[config.mk]
export PLATFORM = sky130hd
export DESIGN_NAME = pwm_carrier_mod_flat
export DESIGN_NICKNAME = d
export VERILOG_FILES = /design/src/rtl/pwm_pkg.sv /design/src/rtl/pwm_carrier_mod_if.sv /design/src/rtl/pwm_carrier.sv /design/src/rtl/pwm_carrier_mod.sv /design/src/flat_wrapper.sv
export SDC_FILE = /design/constraint.sdc
export NUM_CORES = 1
export LEC_CHECK = 0
export CORE_MARGIN = 4
export CORE_UTILIZATION = 55
export CTS_CLUSTER_DIAMETER = 50
export DETAILED_ROUTE_END_ITERATION = 12
export PLACE_DENSITY_LB_ADDON = 0.05
export SLEW_MARGIN = 10
export SYNTH_ARGS = -nofsm -noshare
export SYNTH_HDL_FRONTEND = slang
export SYNTH_SLANG_ARGS = --single-unit
[constraint.sdc]
create_clock -name clk -period 4.7 [get_ports clk]
set_input_delay 0.705 -clock clk [delete_from_list [all_inputs] [get_ports clk]]
set_output_delay 0.705 -clock clk [all_outputs]
set_load 0.03 [all_outputs]
[src/rtl/pwm_pkg.sv]
// Shared definitions for the unipolar sine-triangle modulator.
// Holds the FSM state type, the default carrier/pulse parameters and the Q15 offset.
package pwm_pkg;

  localparam int unsigned CarrMaxDef  = 2000;   // carrier peak count
  localparam int unsigned CntWDef     = 12;     // carrier counter width
  localparam int unsigned MinPulseDef = 40;     // minimum pulse in clk (optional clamp)
  localparam int unsigned Q15Offset   = 32768;  // maps signed Q15 onto 0..65535

  typedef enum logic [1:0] {
    StIdle,
    StArm,
    StRun
  } pwm_state_e;

endpackage

[src/rtl/pwm_carrier_mod_if.sv]
// Control/status bundle of one H-bridge modulator.
//   master: drives start_stop, err_unit, sync, phase_offset, ref_valid, ref_data
//   slave : drives ref_ready, igbt_control, carr_peak, carr_valley, ref_upd, run
interface pwm_carrier_mod_if #(
  parameter int unsigned CntW = pwm_pkg::CntWDef
);
  logic            start_stop;
  logic            err_unit;
  logic            sync;
  logic [CntW-1:0] phase_offset;
  logic            ref_valid;
  logic [15:0]     ref_data;
  logic            ref_ready;
  logic [1:0]      igbt_control;
  logic            carr_peak;
  logic            carr_valley;
  logic            ref_upd;
  logic            run;

  modport master (
    output start_stop, err_unit, sync, phase_offset, ref_valid, ref_data,
    input  ref_ready, igbt_control, carr_peak, carr_valley, ref_upd, run
  );

  modport slave (
    input  start_stop, err_unit, sync, phase_offset, ref_valid, ref_data,
    output ref_ready, igbt_control, carr_peak, carr_valley, ref_upd, run
  );
endinterface

[src/rtl/pwm_carrier.sv]
// Up/down triangle carrier: 0 -> CarrMax -> 1 -> 0 ..., period 2*CarrMax clk.
//   clk, rst_n      : clock, async active-low reset
//   sync_i          : reload count from phase_offset_i (clamped to CarrMax)
//   cnt_o, dir_o    : current count, direction (1 = up)
//   at_peak_o/at_valley_o : combinational, current count is CarrMax / 0
//   peak_o/valley_o : registered versions, aligned with the registered PWM outputs
module pwm_carrier
  import pwm_pkg::*;
#(
  parameter int unsigned CarrMax = CarrMaxDef,
  parameter int unsigned CntW    = CntWDef
) (
  input  logic            clk,
  input  logic            rst_n,
  input  logic            sync_i,
  input  logic [CntW-1:0] phase_offset_i,
  output logic [CntW-1:0] cnt_o,
  output logic            dir_o,
  output logic            at_peak_o,
  output logic            at_valley_o,
  output logic            peak_o,
  output logic            valley_o
);

  localparam logic [CntW-1:0] CntMax = CntW'(CarrMax);

  logic [CntW-1:0] cnt_q, cnt_d;
  logic            up_q, up_d;
  logic            peak_q, valley_q;

  assign at_peak_o   = (cnt_q == CntMax);
  assign at_valley_o = (cnt_q == '0);

  always_comb begin
    up_d = up_q;
    if (at_peak_o) begin
      up_d = 1'b0;
    end else if (at_valley_o) begin
      up_d = 1'b1;
    end
    cnt_d = up_d ? cnt_q + CntW'(1) : cnt_q - CntW'(1);
    // Sync overrides counting; a clamped load at the peak must already head down.
    if (sync_i) begin
      cnt_d = (phase_offset_i > CntMax) ? CntMax : phase_offset_i;
      up_d  = (cnt_d != CntMax);
    end
  end

  always_ff @(posedge clk or negedge rst_n) begin
    if (!rst_n) begin
      cnt_q    <= '0;
      up_q     <= 1'b1;
      peak_q   <= 1'b0;
      valley_q <= 1'b0;
    end else begin
      cnt_q    <= cnt_d;
      up_q     <= up_d;
      peak_q   <= at_peak_o;
      valley_q <= at_valley_o;
    end
  end

  assign cnt_o    = cnt_q;
  assign dir_o    = up_q;
  assign peak_o   = peak_q;
  assign valley_o = valley_q;

endmodule

[src/rtl/pwm_carrier_mod.sv]
// Unipolar sine-triangle modulator for one H-bridge unit.
// Captures a signed Q15 reference, scales it to carrier thresholds, shadows them on
// carrier peak/valley and compares against the carrier to drive the upper switches.
//   clk, rst_n : clock, async active-low reset
//   bus        : pwm_carrier_mod_if.slave (controls in, igbt_control/status out)
// Optional macro PWM_MIN_PULSE_EN clamps thresholds so no pulse is shorter than MinPulse.
module pwm_carrier_mod
  import pwm_pkg::*;
#(
  parameter int unsigned CarrMax  = CarrMaxDef,
  parameter int unsigned CntW     = CntWDef
`ifdef PWM_MIN_PULSE_EN
  ,
  parameter int unsigned MinPulse = MinPulseDef
`endif
) (
  input logic              clk,
  input logic              rst_n,
  pwm_carrier_mod_if.slave bus
);

  localparam int unsigned     ThrW    = CntW + 1;
  localparam int unsigned     ProdW   = 17 + CntW;
  localparam logic [ThrW-1:0] ThrMax  = ThrW'(CarrMax);
  localparam logic [ThrW-1:0] ThrHalf = ThrW'(CarrMax / 2);

  logic [CntW-1:0] cnt;
  logic            at_peak, at_valley, unused_dir;

  pwm_carrier #(
    .CarrMax(CarrMax),
    .CntW   (CntW)
  ) u_carrier (
    .clk           (clk),
    .rst_n         (rst_n),
    .sync_i        (bus.sync),
    .phase_offset_i(bus.phase_offset),
    .cnt_o         (cnt),
    .dir_o         (unused_dir),
    .at_peak_o     (at_peak),
    .at_valley_o   (at_valley),
    .peak_o        (bus.carr_peak),
    .valley_o      (bus.carr_valley)
  );

  // Capture and threshold computation
  logic [15:0]      pend_q;
  logic             pend_new_q;
  logic [16:0]      ref_off;
  logic [ProdW-1:0] prod;
  logic [ThrW-1:0]  thr_a_raw, thr_b_raw, thr_a_d, thr_b_d;
  logic [ThrW-1:0]  thr_a_q, thr_b_q, act_a_q, act_b_q;
  logic             thr_new_q, thr_new_d, evt, ref_upd_q;

  // Flipping the sign bit adds 32768 to a two's-complement Q15 value.
  assign ref_off   = {1'b0, ~pend_q[15], pend_q[14:0]};
  assign prod      = ProdW'(ref_off) * ProdW'(CarrMax);
  assign thr_a_raw = prod[ProdW-1:16];
  assign thr_b_raw = ThrMax - thr_a_raw;

`ifdef PWM_MIN_PULSE_EN
  localparam logic [ThrW-1:0] ClampLo  = ThrW'(MinPulse);
  localparam logic [ThrW-1:0] ClampHi  = ThrW'(CarrMax - MinPulse);
  localparam logic [ThrW-1:0] AlwaysOn = ThrW'(CarrMax + 1);

  always_comb begin
    thr_a_d = thr_a_raw;
    thr_b_d = thr_b_raw;
    if (thr_a_raw < ClampLo) thr_a_d = '0;
    else if (thr_a_raw > ClampHi) thr_a_d = AlwaysOn;
    if (thr_b_raw < ClampLo) thr_b_d = '0;
    else if (thr_b_raw > ClampHi) thr_b_d = AlwaysOn;
  end
`else
  assign thr_a_d = thr_a_raw;
  assign thr_b_d = thr_b_raw;
`endif

  assign evt = at_peak | at_valley;
  // A capture arriving on an update edge is kept pending for the following edge.
  assign thr_new_d = pend_new_q | (thr_new_q & ~evt);

  always_ff @(posedge clk or negedge rst_n) begin
    if (!rst_n) begin
      pend_q     <= '0;
      pend_new_q <= 1'b0;
      thr_a_q    <= ThrHalf;
      thr_b_q    <= ThrMax - ThrHalf;
      act_a_q    <= ThrHalf;
      act_b_q    <= ThrMax - ThrHalf;
      thr_new_q  <= 1'b0;
      ref_upd_q  <= 1'b0;
    end else begin
      if (bus.ref_valid) pend_q <= bus.ref_data;
      pend_new_q <= bus.ref_valid;
      thr_a_q    <= thr_a_d;
      thr_b_q    <= thr_b_d;
      thr_new_q  <= thr_new_d;
      ref_upd_q  <= evt & thr_new_q;
      if (evt && thr_new_q) begin
        act_a_q <= thr_a_q;
        act_b_q <= thr_b_q;
      end
    end
  end

  // Compare and FSM
  logic [1:0] cmp;
  logic       halt;
  pwm_state_e state_q;
  logic [1:0] igbt_q;
  logic       run_q;

  assign cmp  = {({1'b0, cnt} < act_b_q), ({1'b0, cnt} < act_a_q)};
  assign halt = bus.err_unit | ~bus.start_stop;

  always_ff @(posedge clk or negedge rst_n) begin
    if (!rst_n) begin
      state_q <= StIdle;
      igbt_q  <= '0;
      run_q   <= 1'b0;
    end else begin
      igbt_q <= '0;
      run_q  <= 1'b0;
      unique case (state_q)
        StIdle: if (!halt) state_q <= StArm;
        StArm: begin
          if (halt) begin
            state_q <= StIdle;
          end else if (at_valley) begin
            state_q <= StRun;
            run_q   <= 1'b1;
            igbt_q  <= cmp;
          end
        end
        StRun: begin
          if (halt) begin
            state_q <= StIdle;
          end else begin
            run_q  <= 1'b1;
            igbt_q <= cmp;
          end
        end
        default: state_q <= StIdle;
      endcase
    end
  end

  assign bus.igbt_control = igbt_q;
  assign bus.run          = run_q;
  assign bus.ref_upd      = ref_upd_q;
  assign bus.ref_ready    = 1'b1;

endmodule

[src/flat_wrapper.sv]
// flat-port wrapper written by rule: the top's interface ports become plain ports
module pwm_carrier_mod_flat import pwm_pkg::*;
#(
  parameter int unsigned CarrMax  = CarrMaxDef,
  parameter int unsigned CntW     = CntWDef

)
  (clk, rst_n, bus_start_stop, bus_err_unit, bus_sync, bus_phase_offset, bus_ref_valid, bus_ref_data, bus_ref_ready, bus_igbt_control, bus_carr_peak, bus_carr_valley, bus_ref_upd, bus_run);
  pwm_carrier_mod_if #(.CntW(CntW)) bus_i ();
  input logic clk;
  input logic rst_n;
  input wire logic [$bits(bus_i.start_stop)-1:0] bus_start_stop;
  input wire logic [$bits(bus_i.err_unit)-1:0] bus_err_unit;
  input wire logic [$bits(bus_i.sync)-1:0] bus_sync;
  input wire logic [$bits(bus_i.phase_offset)-1:0] bus_phase_offset;
  input wire logic [$bits(bus_i.ref_valid)-1:0] bus_ref_valid;
  input wire logic [$bits(bus_i.ref_data)-1:0] bus_ref_data;
  output wire logic [$bits(bus_i.ref_ready)-1:0] bus_ref_ready;
  output wire logic [$bits(bus_i.igbt_control)-1:0] bus_igbt_control;
  output wire logic [$bits(bus_i.carr_peak)-1:0] bus_carr_peak;
  output wire logic [$bits(bus_i.carr_valley)-1:0] bus_carr_valley;
  output wire logic [$bits(bus_i.ref_upd)-1:0] bus_ref_upd;
  output wire logic [$bits(bus_i.run)-1:0] bus_run;
  assign bus_i.start_stop = bus_start_stop;
  assign bus_i.err_unit = bus_err_unit;
  assign bus_i.sync = bus_sync;
  assign bus_i.phase_offset = bus_phase_offset;
  assign bus_i.ref_valid = bus_ref_valid;
  assign bus_i.ref_data = bus_ref_data;
  assign bus_ref_ready = bus_i.ref_ready;
  assign bus_igbt_control = bus_i.igbt_control;
  assign bus_carr_peak = bus_i.carr_peak;
  assign bus_carr_valley = bus_i.carr_valley;
  assign bus_ref_upd = bus_i.ref_upd;
  assign bus_run = bus_i.run;
  pwm_carrier_mod #(.CarrMax(CarrMax), .CntW(CntW)) u_core (.clk(clk), .rst_n(rst_n), .bus(bus_i));
endmodule
==> results of run 1 <==
[per-stage QoR]
step	setup slack [ns]	instances	util, %	TNS [ns]
floorplan	-0.0642	645	-	-0.154
global placement	-0.0504	854	63.9	-0.100
detailed placement	-0.152	854	63.9	-0.500
CTS	-0.105	876	67.2	-0.339
global route	-0.232	877	68.8	-1.08
finish	-0.0299	877	68.8	-0.0325
[timing repair]
item,in CTS,in global routing
pin swaps,6,12
hold endpoints to repair,0,0
endpoints found under the setup margin,4,11
hold buffers,0,0
setup buffers,6,2
gates resized for setup,2,34
[Yosys cell counts, drive strengths merged, types with 2 or more instances]
| cell | number | area share (%) |
|---|---|---|
| nand3 | 6 | 0.46 |
| xnor2 | 19 | 2.5 |
| xor2 | 14 | 1.9 |
| o311ai | 2 | 0.38 |
| buf | 4 | 0.34 |
| o21bai | 5 | 0.57 |
| a21oi | 26 | 2.1 |
| or3 | 3 | 0.29 |
| nor2 | 15 | 0.86 |
| nand2 | 58 | 3.3 |
| a211o | 2 | 0.27 |
| and2 | 3 | 0.29 |
| clkbuf | 6 | 0.34 |
| nor3b | 4 | 0.54 |
| fa | 54 | 17 |
| ha | 85 | 16 |
| dfstp | 25 | 10 |
| a211oi | 6 | 0.92 |
| or4 | 3 | 0.34 |
| o211ai | 2 | 0.31 |
| o21ai | 65 | 5.0 |
| inv | 116 | 6.7 |
| nand4 | 3 | 0.29 |
| nor3 | 7 | 0.54 |
| a31oi | 3 | 0.29 |
| a21boi | 2 | 0.23 |
| and3 | 4 | 0.38 |
| a21o | 18 | 2.1 |
| dfrtp | 60 | 23 |
| nand2b | 6 | 0.57 |
[worst max path at each step]
stage	slack, ns	start	depth (start not counted)	to
floorplan	-0.06	u_core.pend_q[4]$_DFFE_PN0P_	18	u_core.thr_b_q[10]$_DFF_PN0_
global placement	-0.05	u_core.pend_q[2]$_DFFE_PN0P_	18	u_core.thr_b_q[10]$_DFF_PN0_
detailed placement	-0.15	u_core.pend_q[5]$_DFFE_PN0P_	18	u_core.thr_b_q[10]$_DFF_PN0_
CTS	-0.10	u_core.pend_q[5]$_DFFE_PN0P_	18	u_core.thr_b_q[10]$_DFF_PN0_
global route	-0.23	u_core.pend_q[4]$_DFFE_PN0P_	18	u_core.thr_b_q[10]$_DFF_PN0_
finish	-0.03	u_core.pend_q[4]$_DFFE_PN0P_	18	u_core.thr_b_q[10]$_DFF_PN0_
[worst max-delay path: stages, from the launching register on]
cell                       delay [ns]
sky130_fd_sc_hd__dfrtp_1         0.37
sky130_fd_sc_hd__inv_2           0.08
sky130_fd_sc_hd__fa_1            0.55
sky130_fd_sc_hd__fa_1            0.43
sky130_fd_sc_hd__fa_1            0.46
sky130_fd_sc_hd__fa_1            0.49
sky130_fd_sc_hd__inv_1           0.04
sky130_fd_sc_hd__ha_1            0.28
sky130_fd_sc_hd__and4_1          0.22
sky130_fd_sc_hd__and2_4          0.14
sky130_fd_sc_hd__a221o_1         0.32
sky130_fd_sc_hd__and2_4          0.16
sky130_fd_sc_hd__nor2_4          0.12
sky130_fd_sc_hd__xor2_4          0.19
sky130_fd_sc_hd__ha_4            0.17
sky130_fd_sc_hd__inv_2           0.03
sky130_fd_sc_hd__o31a_1          0.28
sky130_fd_sc_hd__o211ai_2        0.16
sky130_fd_sc_hd__xor2_1          0.16
[registers in the layout, indices dropped and copies added, names as in the netlist]
register / flops
u_core.act_b_q: 13
u_core.bus.run: 1
u_core.pend_q: 16
u_core.thr_a_q: 10
u_core.thr_b_q: 13
u_core.pend_new_q: 1
u_core.u_carrier.cnt_o: 12
u_core.act_a_q: 10
u_core.u_carrier.peak_o: 1
u_core.state_q: 2
u_core.bus.igbt_control: 2
u_core.u_carrier.dir_o: 1
u_core.thr_new_q: 1
u_core.bus.ref_upd: 1
u_core.u_carrier.valley_o: 1
[placed cells by master (no fill, tap or decap), drive strengths merged, types with 2 or more instances in the layout]
cell	count
nand4	3
o211ai	2
nand2b	6
a211oi	6
xnor2	19
or3	3
xor2	14
nor3	7
nand2	58
dfrtp	60
o311ai	2
a31oi	3
a211o	2
or4	3
bufinv	2
nand3	6
a21boi	2
ha	85
nor3b	4
dfstp	25
a21oi	26
nor2	15
fa	54
a21o	18
o21ai	65
clkbuf	10
buf	45
and2	3
and3	4
o21bai	5
inv	120
clkdlybuf4s50	38
[area by class of cell]
type                       instances  area share [%]
multi-input combinational        433            51.6
sequential                        85            27.2
timing repair buffer              83            9.07
inverter                         117            5.54
clock buffer                      10            3.02
tap                              143            2.26
clock inverter                     6            1.26
[routing by layer]
metal	GRT usage (%)	wire length, µm	part of all wire, %
met3	2.52	235	1.9
met5	0	0	0
met1	24.9	5380	43
met2	36.3	6550	53
met4	7.03	214	1.7
[logic make-up after synthesis]
kind of cell | Yosys count | share of synthesized area, %
adder cells (fa/ha/maj) | 139 | 32.8
XOR/XNOR | 33 | 4.42
AO/OA/AOI/OAI | 141 | 13.5
buffers and inverters | 127 | 7.41
flip-flops | 85 | 33.0
other | 1 | 0.0574
multiplexers | 2 | 0.325
AND/OR/NAND/NOR | 117 | 8.46
==> flow_summary.ini, run 1 <==
[synth]
edff_count_synth = 0
synth.net_count = 818
async_set_or_reset_register_ratio_after_synthesis_pct = 100
synth_area_um2 = 6540
netlist-cell-type-count = 58
yosysSeqAreaShare_pct = 33.0
synthCells = 645
ys_ff_latch = 85
synth_flop_cell = sky130_fd_sc_hd__dfrtp_1
ys.warnings.count = 0
syn_area_per_cell_um2 = 10.1

[timing]
relSlewSlack_pct = 19.6
clock.fmax_ghz = 0.211
tightest_slew_ns = 1.19
grt_setup_unrepaired = true
postLayoutSetupSlackWorst_ns = -0.0299
final.period_utilization_pct = 101
hold_slack_ns = 0.297
fin_skew_ns = 0.00674
setup-violations-final = 2
final_max_slew_viol_count = 0
period_needed_ns = 4.73
finalHoldViolations = 0

[final_layout]
proportion_of_layout_cells_with_a_drive_suffix_above_1_pct = 18.4
fin_nets = 902
area_growth_pct = 21.2
multi_input_gate_area_in_the_final_layout_um2 = 4090
seqCellArea_um2 = 2160
fillers = 898
antennaDiodeCount = 0
layout.cell_area.non_filler_um2 = 7920

[flow_run]
timing.max_cap.violations = 0

[grt]
first_global_vias = 4717
antenna_found_initial = 0
pin_count_of_the_biggest_net_entering_global_routing = 57
grt_overflow_total = 0
global_route.usage.total_pct = 20.1
wire_length_of_the_first_global_routing_pass_um = 21500

[route]
routed-via-count = 4513
avgRoutedWirePerCell_um = 14.1
drtIter0Drc = 164
route.antenna.remaining_nets = 0
drt_wl_total_um = 12400
vias_per_cell = 5.15
dr.pass1.iters = 4
drcViolationCount = 0

[floorplanning]
fp.dieH_um = 117
design.core.area_um2 = 11500
start_util_pct = 56.8
fp.dieW_um = 117
i_o_pins = 41
fp.dieArea_um2 = 13700
placement_rows = 39

[setup_path]
cp-start-kind = flop
arrival_ns = 5.00
reg2reg_depth = 18
ff2ff_setup_slack_ns = -0.03
worst_setup_path_end_kind = flop
critical_path_class = reg -> reg
worstPathMaxFanout = 4
worstReg2RegStart = u_core.pend_q[4]$_DFFE_PN0P_
r2r_end = u_core.thr_b_q[10]$_DFF_PN0_
critical_path_data_required_time_ns = 4.97

[clock_tree]
clock_tree.buffer_depth = 2
cts_tree = done
clk_pin_slew_worst_paths_ns = 0.07
clock_sink_count = 85
root_driver = sky130_fd_sc_hd__clkbuf_16
clock_tree.htree_level_count = 3
cts_made_buffers = 9
skew_pair_late_insertion_delay_ns = 0.34

[place]
io_buffer_count = 39
post-dp-hpwl_um = 9810
placement.cell_area_um2 = 7350
finalWeightedCongestion = 0.816

[status]
failed_checks = setup timing
outcome = finished with violations

[worst_hold_path]
timing.hold.worst.class = in -> async
Power of run 1 is left out: the tool's default activity adds up to more than one toggle a clock period on the data nets, which glitch-free logic cannot reach.
==> run 2, diff against run 1 <==
--- a/constraint.sdc
+++ b/constraint.sdc
@@ -3,2 +3,2 @@
 set_output_delay 0.705 -clock clk [all_outputs]
-set_load 0.03 [all_outputs]
+set_load 0.1 [all_outputs]
==> results of run 2 <==
Final layout, timing and power as in run 1 (identical DEF).
Power of run 2 is left out for the same reason.
==> run 3, diff against run 2 <==
Settings changed: SYNTH_HIERARCHICAL set to 1.
==> run 3 against run 2 <==
Net effect: the flow now finishes without violations; synthesized area grew 4.3%; worst setup slack gained 0.042 ns; synthesized cell count shrank 0.47%; final cell count grew 2.2%; sequential cell count shrank 2; via count grew 5.8%; clock-buffer cell count is the same.
==> flow_summary.ini, run 3 <==
[status]
outcome = finished, final reports clean

[synth]
synth.most_common_cell = sky130_fd_sc_hd__inv_1
synthCells = 642
synth_flop_cell = sky130_fd_sc_hd__dfrtp_1
edff_count_synth = 0
synth.net_count = 814
async_set_or_reset_register_ratio_after_synthesis_pct = 100
syn_area_per_cell_um2 = 10.6
ys_ff_latch = 83
synth_area_um2 = 6820
synthTopCellsByArea = sky130_fd_sc_hd__dfrtp_1 (21%), sky130_fd_sc_hd__fa_1 (16%), sky130_fd_sc_hd__ha_1 (15%)
ys.warnings.count = 6
synth.top_cell.area_share_pct = 21.3
yosysSeqAreaShare_pct = 30.9
netlist-cell-type-count = 72
post_synth_most_frequent_cells = sky130_fd_sc_hd__inv_1 (115), sky130_fd_sc_hd__ha_1 (84), sky130_fd_sc_hd__dfrtp_1 (58), sky130_fd_sc_hd__fa_1 (54), sky130_fd_sc_hd__nand2_1 (41)
synth_area_leader = sky130_fd_sc_hd__dfrtp_1

[final_layout]
multi_input_gate_area_in_the_final_layout_um2 = 4390
layout.cells.most_common = sky130_fd_sc_hd__inv_1
proportion_of_layout_cells_with_a_drive_suffix_above_1_pct = 22.7
largest_register_ffs = 16
area_growth_pct = 19.0
fin_nets = 895
top_register = u_core/pend_q
mostFrequentLayoutCells = sky130_fd_sc_hd__inv_1 (105), sky130_fd_sc_hd__ha_1 (78), sky130_fd_sc_hd__dfrtp_1 (58)
fillers = 974
post-route-util_pct = 67.3
seqCellArea_um2 = 2110
antennaDiodeCount = 0

[timing]
postLayoutSetupSlackWorst_ns = 0.0123
setup-violations-final = 0
clock.fmax_ghz = 0.213
finalHoldViolations = 0
grt_setup_unrepaired = true
relSlewSlack_pct = 19.4
tightest_slew_ns = 1.21
fin_skew_ns = 0.00701
final_max_slew_viol_count = 0
final.period_utilization_pct = 99.7
period_needed_ns = 4.69
setup-tns-final_ns = 0

[clock_tree]
holdBufCountCts = 0
clk_pin_slew_worst_paths_ns = 0.07
clock_tree.htree_level_count = 3
skew_pair_late_insertion_delay_ns = 0.35
cts_tree = done
clock_sink_count = 83
cts_made_buffers = 9
root_driver = sky130_fd_sc_hd__clkbuf_16
clock_tree.buffer_depth = 2

[floorplanning]
placement_rows = 40
i_o_pins = 41
start_util_pct = 56.5
design.core.area_um2 = 12100
fp.dieArea_um2 = 14200
fp.dieW_um = 119
fp.dieH_um = 119

[grt]
groute.layer.met1.usage_pct = 28.8
wire_length_of_the_first_global_routing_pass_um = 23800
most_crowded_layer_gr = met2
pin_count_of_the_biggest_net_entering_global_routing = 84
global_route.usage.total_pct = 20.9
antenna_found_initial = 0
grt_overflow_total = 0
met2_demand_to_capacity_share_in_global_routing_pct = 32.7
first_global_vias = 5044
global_route.usage.met3_pct = 5.08

[setup_path]
worstPathMaxFanout = 4
arrival_ns = 4.97
critical_path_class = reg -> reg
critical_path_data_required_time_ns = 4.98
dominant_delay_contributor_by_cell_family_on_the_critical_path = adder cells
most_frequent_cell_on_critical_path = sky130_fd_sc_hd__fa_1
worst_setup_path_end_kind = flop
timing.critical_path.slowest_cell_delay_ns = 0.54
cp-start-kind = flop
critical_path.slowest_cell = sky130_fd_sc_hd__fa_1
critical_path.cell_chain = fa_2, fa_1, inv_2, fa_1, inv_1, fa_1, ha_4, nand3_2, o221a_4, buf_4, o211ai_4, a21boi_4, xnor2_2, o41a_1, o211ai_2, xnor2_1
path_buf_inv = 3

[route]
drt_wl_total_um = 13700
avgRoutedWirePerCell_um = 15.3
drcViolationCount = 0
drtIter0Drc = 308
vias_per_cell = 5.33
route.antenna.remaining_nets = 0
routed-via-count = 4776
dr.pass1.iters = 5

[place]
place_worst_setup_slack_ns = -0.0511
post-dp-hpwl_um = 10700
io_buffer_count = 39
finalWeightedCongestion = 0.817

[flow_run]
timing.max_cap.violations = 0

[worst_hold_path]
timing.hold.worst.class = reg -> reg
[run 3: path summary, 6_finish.rpt]
path                                              startpoint                                   to  slack (ns)  cells after the start
worst max-delay path            u_core/pend_q[1]$_DFFE_PN0P_          u_core/thr_b_q[9]$_DFF_PN1_        0.01                     16
worst min-delay path             u_core/pend_new_q$_DFF_PN0_           u_core/thr_new_q$_DFF_PN0_        0.43                      1
worst max register to register  u_core/pend_q[1]$_DFFE_PN0P_          u_core/thr_b_q[9]$_DFF_PN1_        0.01                     16
worst min register to register   u_core/pend_new_q$_DFF_PN0_           u_core/thr_new_q$_DFF_PN0_        0.43                      1
max in group asynchronous                              rst_n         u_core/pend_q[6]$_DFFE_PN0P_        3.49                      1
min in group asynchronous                              rst_n  u_core/u_carrier/cnt_o[5]$_DFF_PN0_        0.52                      1
[run 3: layer usage]
metal / part of all wire, % / up-vias
li1: - / 2340
met1: 48 / 2340
met2: 47 / 82
met3: 4.1 / 14
met4: 1.5 / 0
met5: 0 / -
[run 3: what timing repair did]
item	in CTS	in global routing
gates resized for setup	7	27
pin swaps	8	14
buffers inserted	2	3
endpoints found under the setup margin	5	11
[run 3: final cells by class]
| cell class | instances | area share, % |
|---|---|---|
| flip-flops and latches | 83 | 26.0 |
| clock inverters | 6 | 0.632 |
| clock buffers | 10 | 2.82 |
| repair buffers | 79 | 8.48 |
| inverters | 115 | 5.32 |
| multi-input cells | 435 | 54.2 |
| well taps | 168 | 2.59 |
[run 3: cells by family after synthesis]
kind of cell               after synthesis  synth area share (%)
muxes                                   24                  3.94
AOI/OAI and AO/OA                      139                  14.4
other                                    1                0.0550
adders and majority gates              138                  31.3
buffers and inverters                  124                  6.90
and+or+nand+nor                        107                  8.42
xor gates and xnor gates                26                  4.06
DFF                                     83                  30.9
[run 3: metrics by stage]
stage	hold slack, ns	cells	instance area, µm²
after global routing	0.465	896	8110
final	0.429	896	8110
after floorplan	0.404	642	6820
after CTS	0.434	893	7970
after global placement	0.415	875	7640
after detailed placement	0.420	875	7640
Power of run 3 is left out for the same reason.
